**config.mk**
```make
export PLATFORM = sky130hd
export DESIGN_NAME = cp0_exc_unit
export DESIGN_NICKNAME = d
export VERILOG_FILES = /design/src/rtl/cp0_pkg.sv /design/src/rtl/cp0_int_pend.sv /design/src/rtl/cp0_exc_unit.sv
export SDC_FILE = /design/constraint.sdc
export NUM_CORES = 1
export LEC_CHECK = 0
export BUFFER_PORTS_ARGS = -buffer_cell sky130_fd_sc_hd__buf_2
export CAP_MARGIN = 10
export CORE_UTILIZATION = 45
export DETAILED_ROUTE_END_ITERATION = 16
export GPL_ROUTABILITY_DRIVEN = 0
export PLACE_DENSITY = 0.8
export SYNTH_ARGS = -nofsm -noshare
export SYNTH_HDL_FRONTEND = slang
export SYNTH_HIERARCHICAL = 1
export SYNTH_SLANG_ARGS = --single-unit
export TNS_END_PERCENT = 1
```
**constraint.sdc**
```tcl
create_clock -name clk -period 1.68 [get_ports clk]
set_clock_uncertainty 0.05 [all_clocks]
set_input_delay 0.084 -clock clk [delete_from_list [all_inputs] [get_ports clk]]
set_output_delay 0.084 -clock clk [all_outputs]
set_load 0.1 [all_outputs]
```
**src/rtl/cp0_pkg.sv**
```systemverilog
// cp0_pkg: shared constants for the coprocessor-0 exception unit.
//   - CP0 register numbers (sel values) used by mfc0/mtc0
//   - SR / CAUSE field bit positions
//   - ExcCode values presented by the controller on exception entry
//   - pack_sr(): assembles the architecturally visible SR word
package cp0_pkg;

  localparam logic [4:0] SEL_COUNT   = 5'd9;
  localparam logic [4:0] SEL_COMPARE = 5'd11;
  localparam logic [4:0] SEL_SR      = 5'd12;
  localparam logic [4:0] SEL_CAUSE   = 5'd13;
  localparam logic [4:0] SEL_EPC     = 5'd14;
  localparam logic [4:0] SEL_PRID    = 5'd15;

  localparam int SR_IE        = 0;
  localparam int SR_EXL       = 1;
  localparam int SR_IM_LO     = 10;
  localparam int CAUSE_EXC_LO = 2;
  localparam int CAUSE_IP_LO  = 10;

  localparam logic [4:0] EXC_INT  = 5'd0;
  localparam logic [4:0] EXC_ADEL = 5'd4;
  localparam logic [4:0] EXC_ADES = 5'd5;
  localparam logic [4:0] EXC_RI   = 5'd10;
  localparam logic [4:0] EXC_OV   = 5'd12;

  function automatic logic [31:0] pack_sr(input logic [5:0] im, input logic exl,
                                          input logic ie);
    logic [31:0] w;
    w = '0;
    w[SR_IM_LO +: 6] = im;
    w[SR_EXL]        = exl;
    w[SR_IE]         = ie;
    return w;
  endfunction

endpackage

```
**src/rtl/cp0_int_pend.sv**
```systemverilog
// cp0_int_pend: pending-interrupt tracker for one hardware interrupt line.
//   The raw line is registered once (hw_q). In level mode pend follows hw_q.
//   In edge mode a rising edge of hw_q sets a sticky pend bit that software
//   clears through clr; a set in the same cycle as a clear wins.
// Ports:
//   clk, rst  clock, synchronous active-high reset
//   hw        raw external interrupt line
//   clr       software clear strobe (edge mode only)
//   pend      registered pending bit (drives CAUSE.IP)
module cp0_int_pend #(
  parameter bit EDGE = 1'b0
) (
  input  logic clk,
  input  logic rst,
  input  logic hw,
  input  logic clr,
  output logic pend
);

  logic hw_q;
  logic hw_qq;

  always_ff @(posedge clk) begin
    if (rst) begin
      hw_q  <= 1'b0;
      hw_qq <= 1'b0;
      pend  <= 1'b0;
    end else begin
      hw_q  <= hw;
      hw_qq <= hw_q;
      if (EDGE) begin
        if (hw_q && !hw_qq) pend <= 1'b1;
        else if (clr)       pend <= 1'b0;
      end else begin
        pend <= hw_q;
      end
    end
  end

endmodule

```
**src/rtl/cp0_exc_unit.sv**
```systemverilog
// cp0_exc_unit: coprocessor 0 for the multi-cycle MIPS core.
//   SR (IM/EXL/IE), CAUSE (IP/ExcCode), EPC, PRID; NUM_HWINT interrupt lines
//   with per-line level/edge sensing; exception entry and ERET.
//   Update priority each cycle: rst > exc_enter > eret > wen (mtc0).
//   Optional timer (Count sel 9, Compare sel 11, IP[15]) under macro
//   CP0_TIMER_EN; without it sel 9/11 read 0 and writes are ignored.
// Ports:
//   clk, rst          clock, synchronous active-high reset
//   wen, sel, din     mtc0 strobe, register number, write data
//   dout              mfc0 read data (combinational from sel)
//   hwint             external interrupt lines
//   exc_enter,        exception entry commit, its ExcCode and PC to save
//   exc_code, pc_cur
//   eret              ERET commit
//   intreq            interrupt request to the controller
//   exl_out, epc_out  SR.EXL and EPC
module cp0_exc_unit
  import cp0_pkg::*;
#(
  parameter int          NUM_HWINT = 6,
  parameter logic [5:0]  EDGE_MASK = 6'b000000,
  parameter logic [31:0] SR_RST    = 32'h0000_0401,
  parameter logic [31:0] PRID_VAL  = 32'h2107_4220
) (
  input  logic                 clk,
  input  logic                 rst,
  input  logic                 wen,
  input  logic [4:0]           sel,
  input  logic [31:0]          din,
  output logic [31:0]          dout,
  input  logic [NUM_HWINT-1:0] hwint,
  input  logic                 exc_enter,
  input  logic [4:0]           exc_code,
  input  logic [31:0]          pc_cur,
  input  logic                 eret,
  output logic                 intreq,
  output logic                 exl_out,
  output logic [31:0]          epc_out
);

  logic [5:0]  im;
  logic        exl;
  logic        ie;
  logic [4:0]  exc_q;
  logic [31:0] epc;
  logic [5:0]  ip_hw;
  logic [5:0]  ip;
  logic        timer_pend;
  logic [31:0] count_rd;
  logic [31:0] compare_rd;

  // mtc0 only takes effect when no higher-priority event owns the cycle.
  logic wen_ok;
  logic cause_wr;
  assign wen_ok   = wen & ~exc_enter & ~eret;
  assign cause_wr = wen_ok & (sel == SEL_CAUSE);

  for (genvar i = 0; i < 6; i++) begin : g_line
    if (i < NUM_HWINT) begin : g_used
      cp0_int_pend #(.EDGE(EDGE_MASK[i])) u_pend (
        .clk  (clk),
        .rst  (rst),
        .hw   (hwint[i]),
        .clr  (cause_wr & ~din[CAUSE_IP_LO + i]),
        .pend (ip_hw[i])
      );
    end else begin : g_unused
      assign ip_hw[i] = 1'b0;
    end
  end

`ifdef CP0_TIMER_EN
  logic [31:0] count;
  logic [31:0] compare;
  logic [31:0] count_nxt;
  logic [31:0] compare_nxt;
  logic        compare_wr;

  assign compare_wr  = wen_ok & (sel == SEL_COMPARE);
  assign count_nxt   = (wen_ok && sel == SEL_COUNT) ? din : count + 32'd1;
  assign compare_nxt = compare_wr ? din : compare;

  always_ff @(posedge clk) begin
    if (rst) begin
      count      <= '0;
      compare    <= '1;
      timer_pend <= 1'b0;
    end else begin
      count   <= count_nxt;
      compare <= compare_nxt;
      // Match on the post-update values so a Count load that lands on
      // Compare raises the timer in that same cycle.
      if (count_nxt == compare_nxt) timer_pend <= 1'b1;
      else if (compare_wr)          timer_pend <= 1'b0;
    end
  end

  assign count_rd   = count;
  assign compare_rd = compare;
`else
  assign timer_pend = 1'b0;
  assign count_rd   = '0;
  assign compare_rd = '0;
`endif

  assign ip = ip_hw | {timer_pend, 5'b00000};

  always_ff @(posedge clk) begin
    if (rst) begin
      im    <= SR_RST[SR_IM_LO +: 6];
      exl   <= SR_RST[SR_EXL];
      ie    <= SR_RST[SR_IE];
      exc_q <= '0;
      epc   <= '0;
    end else if (exc_enter) begin
      exc_q <= exc_code;
      // Nested entry keeps the original return address.
      if (!exl) epc <= pc_cur;
      exl <= 1'b1;
    end else if (eret) begin
      exl <= 1'b0;
    end else if (wen) begin
      if (sel == SEL_SR) begin
        im  <= din[SR_IM_LO +: 6];
        exl <= din[SR_EXL];
        ie  <= din[SR_IE];
      end else if (sel == SEL_EPC) begin
        epc <= din;
      end
    end
  end

  always_comb begin
    dout = '0;
    case (sel)
      SEL_SR:      dout = pack_sr(im, exl, ie);
      SEL_CAUSE: begin
        dout[CAUSE_IP_LO +: 6]  = ip;
        dout[CAUSE_EXC_LO +: 5] = exc_q;
      end
      SEL_EPC:     dout = epc;
      SEL_PRID:    dout = PRID_VAL;
      SEL_COUNT:   dout = count_rd;
      SEL_COMPARE: dout = compare_rd;
      default:     dout = '0;
    endcase
  end

  assign intreq  = (|(ip & im)) & ie & ~exl;
  assign exl_out = exl;
  assign epc_out = epc;

endmodule

```
==> reports/results.tsv, run 1 <==
stage	metric	value	unit
status	outcome	complete, no violations	
clock_network	CTS Hold Buffers Added	17	
place	PortBufs	150	
route	total wire length	8843	microns
setup_path	Critical Path Source Type	flip-flop	
yosys	Synth Warn #	6	
floorplan	Die Ht	81.40	microns
floorplan	Core Area	5991	sq um
floorplan	die area	6625	sq um
yosys	Mapped Area	2836	sq um
clock_network	clock latency on the worst-skew pair	320	ps
route	DRC	0	
clock_network	deepest clock path buffer count	2	
place	placed cells	498	
layout	layout cells sized above 1	41.67	%
power_and_ir_drop	Comb pwr share	28.8	%
floorplan	std cell rows	28	
timing	final setup violation count	0	
min_path	Min-Delay Path Class	in2reg	
clock_network	clk sinks	57	
setup_path	Register-to-Register Path Depth	4	
timing	Fin. Hold Viols	0	
min_path	worst hold endpoint	im[3]	
flow_run	max-cap viol count	0	
place	DP Wirelength	6354	microns
setup_path	R2R setup slack	280	ps
clock_network	CTS tree	built	
clock_network	TritonCTS buffer count	9	
layout	Area Growth Syn to Fin	62.55	%
global_route	overall routing resource usage	27.83	%
power_and_ir_drop	Sw Pwr	1.422	mW
power_and_ir_drop	Peak VDD IR	0.0006536	V
power_and_ir_drop	Pint	2.573	mW
setup_path	r2r endpoint	epc_out[6]	
global_route	pin count of the biggest net entering global routing	37	
timing	fin crit share	90.24	%
route	Post-DRT Antenna Nets	0	
setup_path	CP Class	reg2out	
global_route	global-route wire length before repair	13770	microns
timing	relative slew slack	57.71	%
layout	post-layout net count	536	
layout	most frequent cells in the layout	117 x buf_2, 64 x a211oi_1, 57 x dfxtp_1	
route	DRT iter0 DRCs	170	
power_and_ir_drop	PD cells	866.5	nW/um^2
timing	f_max	659.6	MHz
power_and_ir_drop	Clk pwr share	33.6	%
route	Routed WL per cell	16.65	microns
min_path	WHS Path Cells	3	
timing	Pins Over Slew Limit	0	
place	Placement Cell Area	4225	sq um
route	via density per instance	5.650	
clock_network	post-cts sizing count	0	
setup_path	critical path endpoint category	primary output	
floorplan	Top Ports	151	
layout	Finished Layout Cells	531	
setup_path	FF-to-FF Start	exl_out	
clock_network	Root Driver	clkbuf_8	
timing	RSZ-0062 raised after global routing	false	
floorplan	Die X	81.40	microns
power_and_ir_drop	share of power burned in registers	37.6	%
layout	most common cell after layout, fill and taps aside	buf_2	
yosys	Syn Nets	375	
timing	crit path time final	1516	ps
power_and_ir_drop	Design Power	3.995	mW
setup_path	Critical Path AT	1380	ps
power_and_ir_drop	Leak	2.029	nW
floorplan	Initial Util	47.35	%
yosys	Synth Instances	290	
clock_network	# Post-CTS Setup Buffers	0	
global_route	number of global-route vias before repair	2873	
clock_network	Clock transition at path regs	60	ps
setup_path	Worst Path Required	1550	ps
setup_path	Critical Path Fanout Max	3	
route	Pre-antenna DRT Iters	4	
timing	Worst-Margin Slew	634.4	ps
power_and_ir_drop	Net Sw Frac	35.60	%
yosys	Avg Inst Size Synth	9.781	sq um
timing	setup tns final	0	ps
route	routed vias	3000	
global_route	GRT overflow	0	
global_route	antenna violations before repair	1	
min_path	HP Start	din[13]	
layout	fin area	4611	sq um
layout	diode count	0	
clock_network	CTS H-tree depth	3	
power by group through the flow:
stage | registers (mW) | logic, mW | clock network [mW]
floorplan | 1.98 | 0.350 | 0
global placement | 1.53 | 1.10 | 0
detailed placement | 1.53 | 1.12 | 0
CTS | 1.50 | 1.15 | 1.36
global route | 1.51 | 1.20 | 1.42
finish | 1.50 | 1.15 | 1.34
state kept, by name, summed over array words and instances, names as in the netlist:
signal and cells:
exc_q 5, ie 1, exl_out 1, g_line.g_used.u_pend/hw_q 6, g_line.g_used.u_pend/pend 6, epc_out 32, im 6
per-layer routing:
metal	up-vias	part of all wire, %	global-route usage (%)
li1	1435	-	-
met1	1420	40	31.82
met2	131	52	49.75
met3	12	6.6	5.955
met4	2	1.5	11.25
met5	-	0.11	0
worst max-delay path by stage:
stage / start / cells after the start / endpoint
3_3_place_gp: sel[4] / 6 / dout[5]
5_1_grt: im[4] / 3 / intreq
2_1_floorplan: sel[4] / 3 / dout[10]
4_1_cts: im[4] / 3 / intreq
3_5_place_dp: sel[0] / 5 / epc_out[15]
6_report: im[4] / 3 / intreq
critical path, cell delays in order, from the launching register on:
cell	delay, ps
dfxtp_1	350
a22oi_1	120
a311oi_4	360
buf_12	220
final cells by class:
type | count | area, sq um
flip-flops and latches | 57 | 1141
inverters | 4 | 15.01
well taps | 75 | 93.84
multi-input cells | 197 | 1567
repair buffers | 182 | 1579
fillers | 390 | 1380
clock inverters | 4 | 50.05
clock buffers | 12 | 165.2
through the flow:
| stage | utilization [%] | hold WS [ps] | worst slack, ps |
|---|---|---|---|
| 4_1_cts | 76.96 | 4.714 | 147.2 |
| 6_report | 76.96 | 11.69 | 164.0 |
| 3_3_place_gp | 70.53 | 241.7 | 206.2 |
| 2_1_floorplan | - | 105.6 | -444.2 |
| 3_5_place_dp | 70.53 | 249.3 | 181.4 |
| 5_1_grt | 76.96 | 14.82 | 95.22 |
Power figures use the tool's default switching activity.
==> run 2, diff against run 1 <==
--- a/config.mk
+++ b/config.mk
@@ -5,9 +5,10 @@
 export SDC_FILE = /design/constraint.sdc
 export NUM_CORES = 1
 export LEC_CHECK = 0
+export ABC_AREA = 1
 export BUFFER_PORTS_ARGS = -buffer_cell sky130_fd_sc_hd__buf_2
 export CAP_MARGIN = 10
-export CORE_UTILIZATION = 45
+export CORE_UTILIZATION = 46
 export DETAILED_ROUTE_END_ITERATION = 16
 export GPL_ROUTABILITY_DRIVEN = 0
 export PLACE_DENSITY = 0.8
==> reports/results.tsv, run 2 <==
stage	metric	value	unit
status	outcome	complete, no violations	
route	DRT iter0 DRCs	225	
route	DRC	0	
timing	Fin. Hold Viols	0	
global_route	number of global-route vias before repair	3318	
min_path	Min-Delay Path Class	in2reg	
setup_path	critical path endpoint category	primary output	
global_route	antenna violations before repair	0	
global_route	pin count of the biggest net entering global routing	46	
yosys	Synth Instances	481	
setup_path	CP Class	reg2out	
route	routed vias	3663	
setup_path	Worst Path Required	1550	ps
layout	layout cells sized above 1	33.74	%
layout	most frequent cells in the layout	149 x nand2_1, 117 x buf_2, 76 x nor2_1	
clock_network	clk sinks	57	
timing	Worst-Margin Slew	507.7	ps
setup_path	Critical Path Fanout Max	3	
layout	max reg flops	32	
route	Post-DRT Antenna Nets	0	
power_and_ir_drop	Peak VDD IR	0.0006360	V
route	total wire length	9626	microns
layout	fin area	4785	sq um
floorplan	Core Area	6314	sq um
layout	diode count	0	
global_route	global-route wire length before repair	14770	microns
place	Placement Cell Area	4414	sq um
global_route	GRT overflow	0	
flow_run	max-cap viol count	0	
layout	Area Growth Syn to Fin	59.67	%
global_route	overall routing resource usage	28.98	%
timing	setup tns final	0	ps
timing	crit path time final	1554	ps
clock_network	clock latency on the worst-skew pair	350	ps
timing	fin crit share	92.50	%
layout	most common cell after layout, fill and taps aside	nand2_1	
power_and_ir_drop	PD cells	810.7	nW/um^2
floorplan	Die Ht	82.71	microns
route	Routed WL per cell	13.20	microns
floorplan	Top Ports	151	
floorplan	die area	6841	sq um
layout	post-layout net count	732	
clock_network	deepest clock path buffer count	2	
setup_path	Critical Path Source Type	flip-flop	
place	Setup WS pre-CTS	232.2	ps
timing	Pins Over Slew Limit	0	
yosys	Synth Warn #	6	
timing	f_max	643.5	MHz
clock_network	TritonCTS buffer count	9	
clock_network	# Post-CTS Setup Buffers	0	
clock_network	Root Driver	clkbuf_8	
yosys	Avg Inst Size Synth	6.230	sq um
clock_network	Clock transition at path regs	80	ps
floorplan	std cell rows	29	
setup_path	Critical Path AT	1420	ps
place	PortBufs	150	
yosys	Mapped Area	2997	sq um
yosys	Syn Nets	566	
timing	final setup violation count	0	
timing	setup ws final	126.0	ps
floorplan	Initial Util	47.46	%
place	DP Wirelength	6773	microns
clock_network	CTS tree	built	
power_and_ir_drop	Leak	2.481	nW
floorplan	Die X	82.71	microns
clock_network	CTS H-tree depth	3	
route	Pre-antenna DRT Iters	5	
route	via density per instance	5.025	
timing	RSZ-0062 raised after global routing	false	
timing	relative slew slack	66.38	%
==> run 2: critical path: stages, from the launching register on <==
cell      delay (ps)
dfxtp_1          380
nand2_1           70
nand3_1           80
o21ai_0          130
nor2_2            90
clkbuf_4         330
==> run 2: path summary, 6_finish.rpt <==
| check | startpoint | to | slack [ps] | cells past startpoint |
|---|---|---|---|---|
| setup / recovery | im[0] | intreq | 130 | 5 |
| hold / removal | din[18] | epc_out[18] | 7 | 5 |
| setup reg to reg | exl_out | epc_out[22] | 340 | 6 |
| hold reg to reg | g_line[4].g_used.u_pend/hw_q | g_line[4].g_used.u_pend/pend | 360 | 2 |
==> run 2: where the power goes <==
group          total (mW)  internal [mW]  switching, mW
logic                1.21          0.321          0.893
registers            1.49           1.44         0.0491
clock network        1.18          0.545          0.633
==> run 2: final cells by class <==
class,instances,area [sq um]
Clock buffer,9,123.9
Clock inverter,7,53.80
Fill cell,467,1529
Inverter,53,198.9
Multi-Input combinational cell,345,1608
Sequential cell,57,1152
Tap cell,77,96.34
Timing Repair Buffer,181,1551
==> run 2: what timing repair did <==
action                                  4_1_cts  5_1_grt
endpoints found under the setup margin        0        1
resized for setup                             0        1
endpoints found under the hold margin        19        0
hold buffers                                 19        0
==> run 2: metal layers <==
layer	vias up	wire [microns]	GRT usage, %
met5	-	0	0
met4	0	375	18.62
met3	34	738	5.165
met2	206	4727	50.66
met1	1603	3784	32.15
li1	1820	-	-
==> run 2: per-stage QoR <==
step | instances | hold WS [ps] | total power [mW] | utilization, %
5_1_grt | 729 | 22.19 | 4.038 | 75.78
4_1_cts | 729 | 1.844 | 3.877 | 75.74
3_3_place_gp | 694 | 231.1 | 2.665 | 69.92
2_1_floorplan | 481 | 105.2 | 2.392 | -
6_report | 729 | 6.890 | 3.879 | 75.78
3_5_place_dp | 694 | 241.0 | 2.689 | 69.92
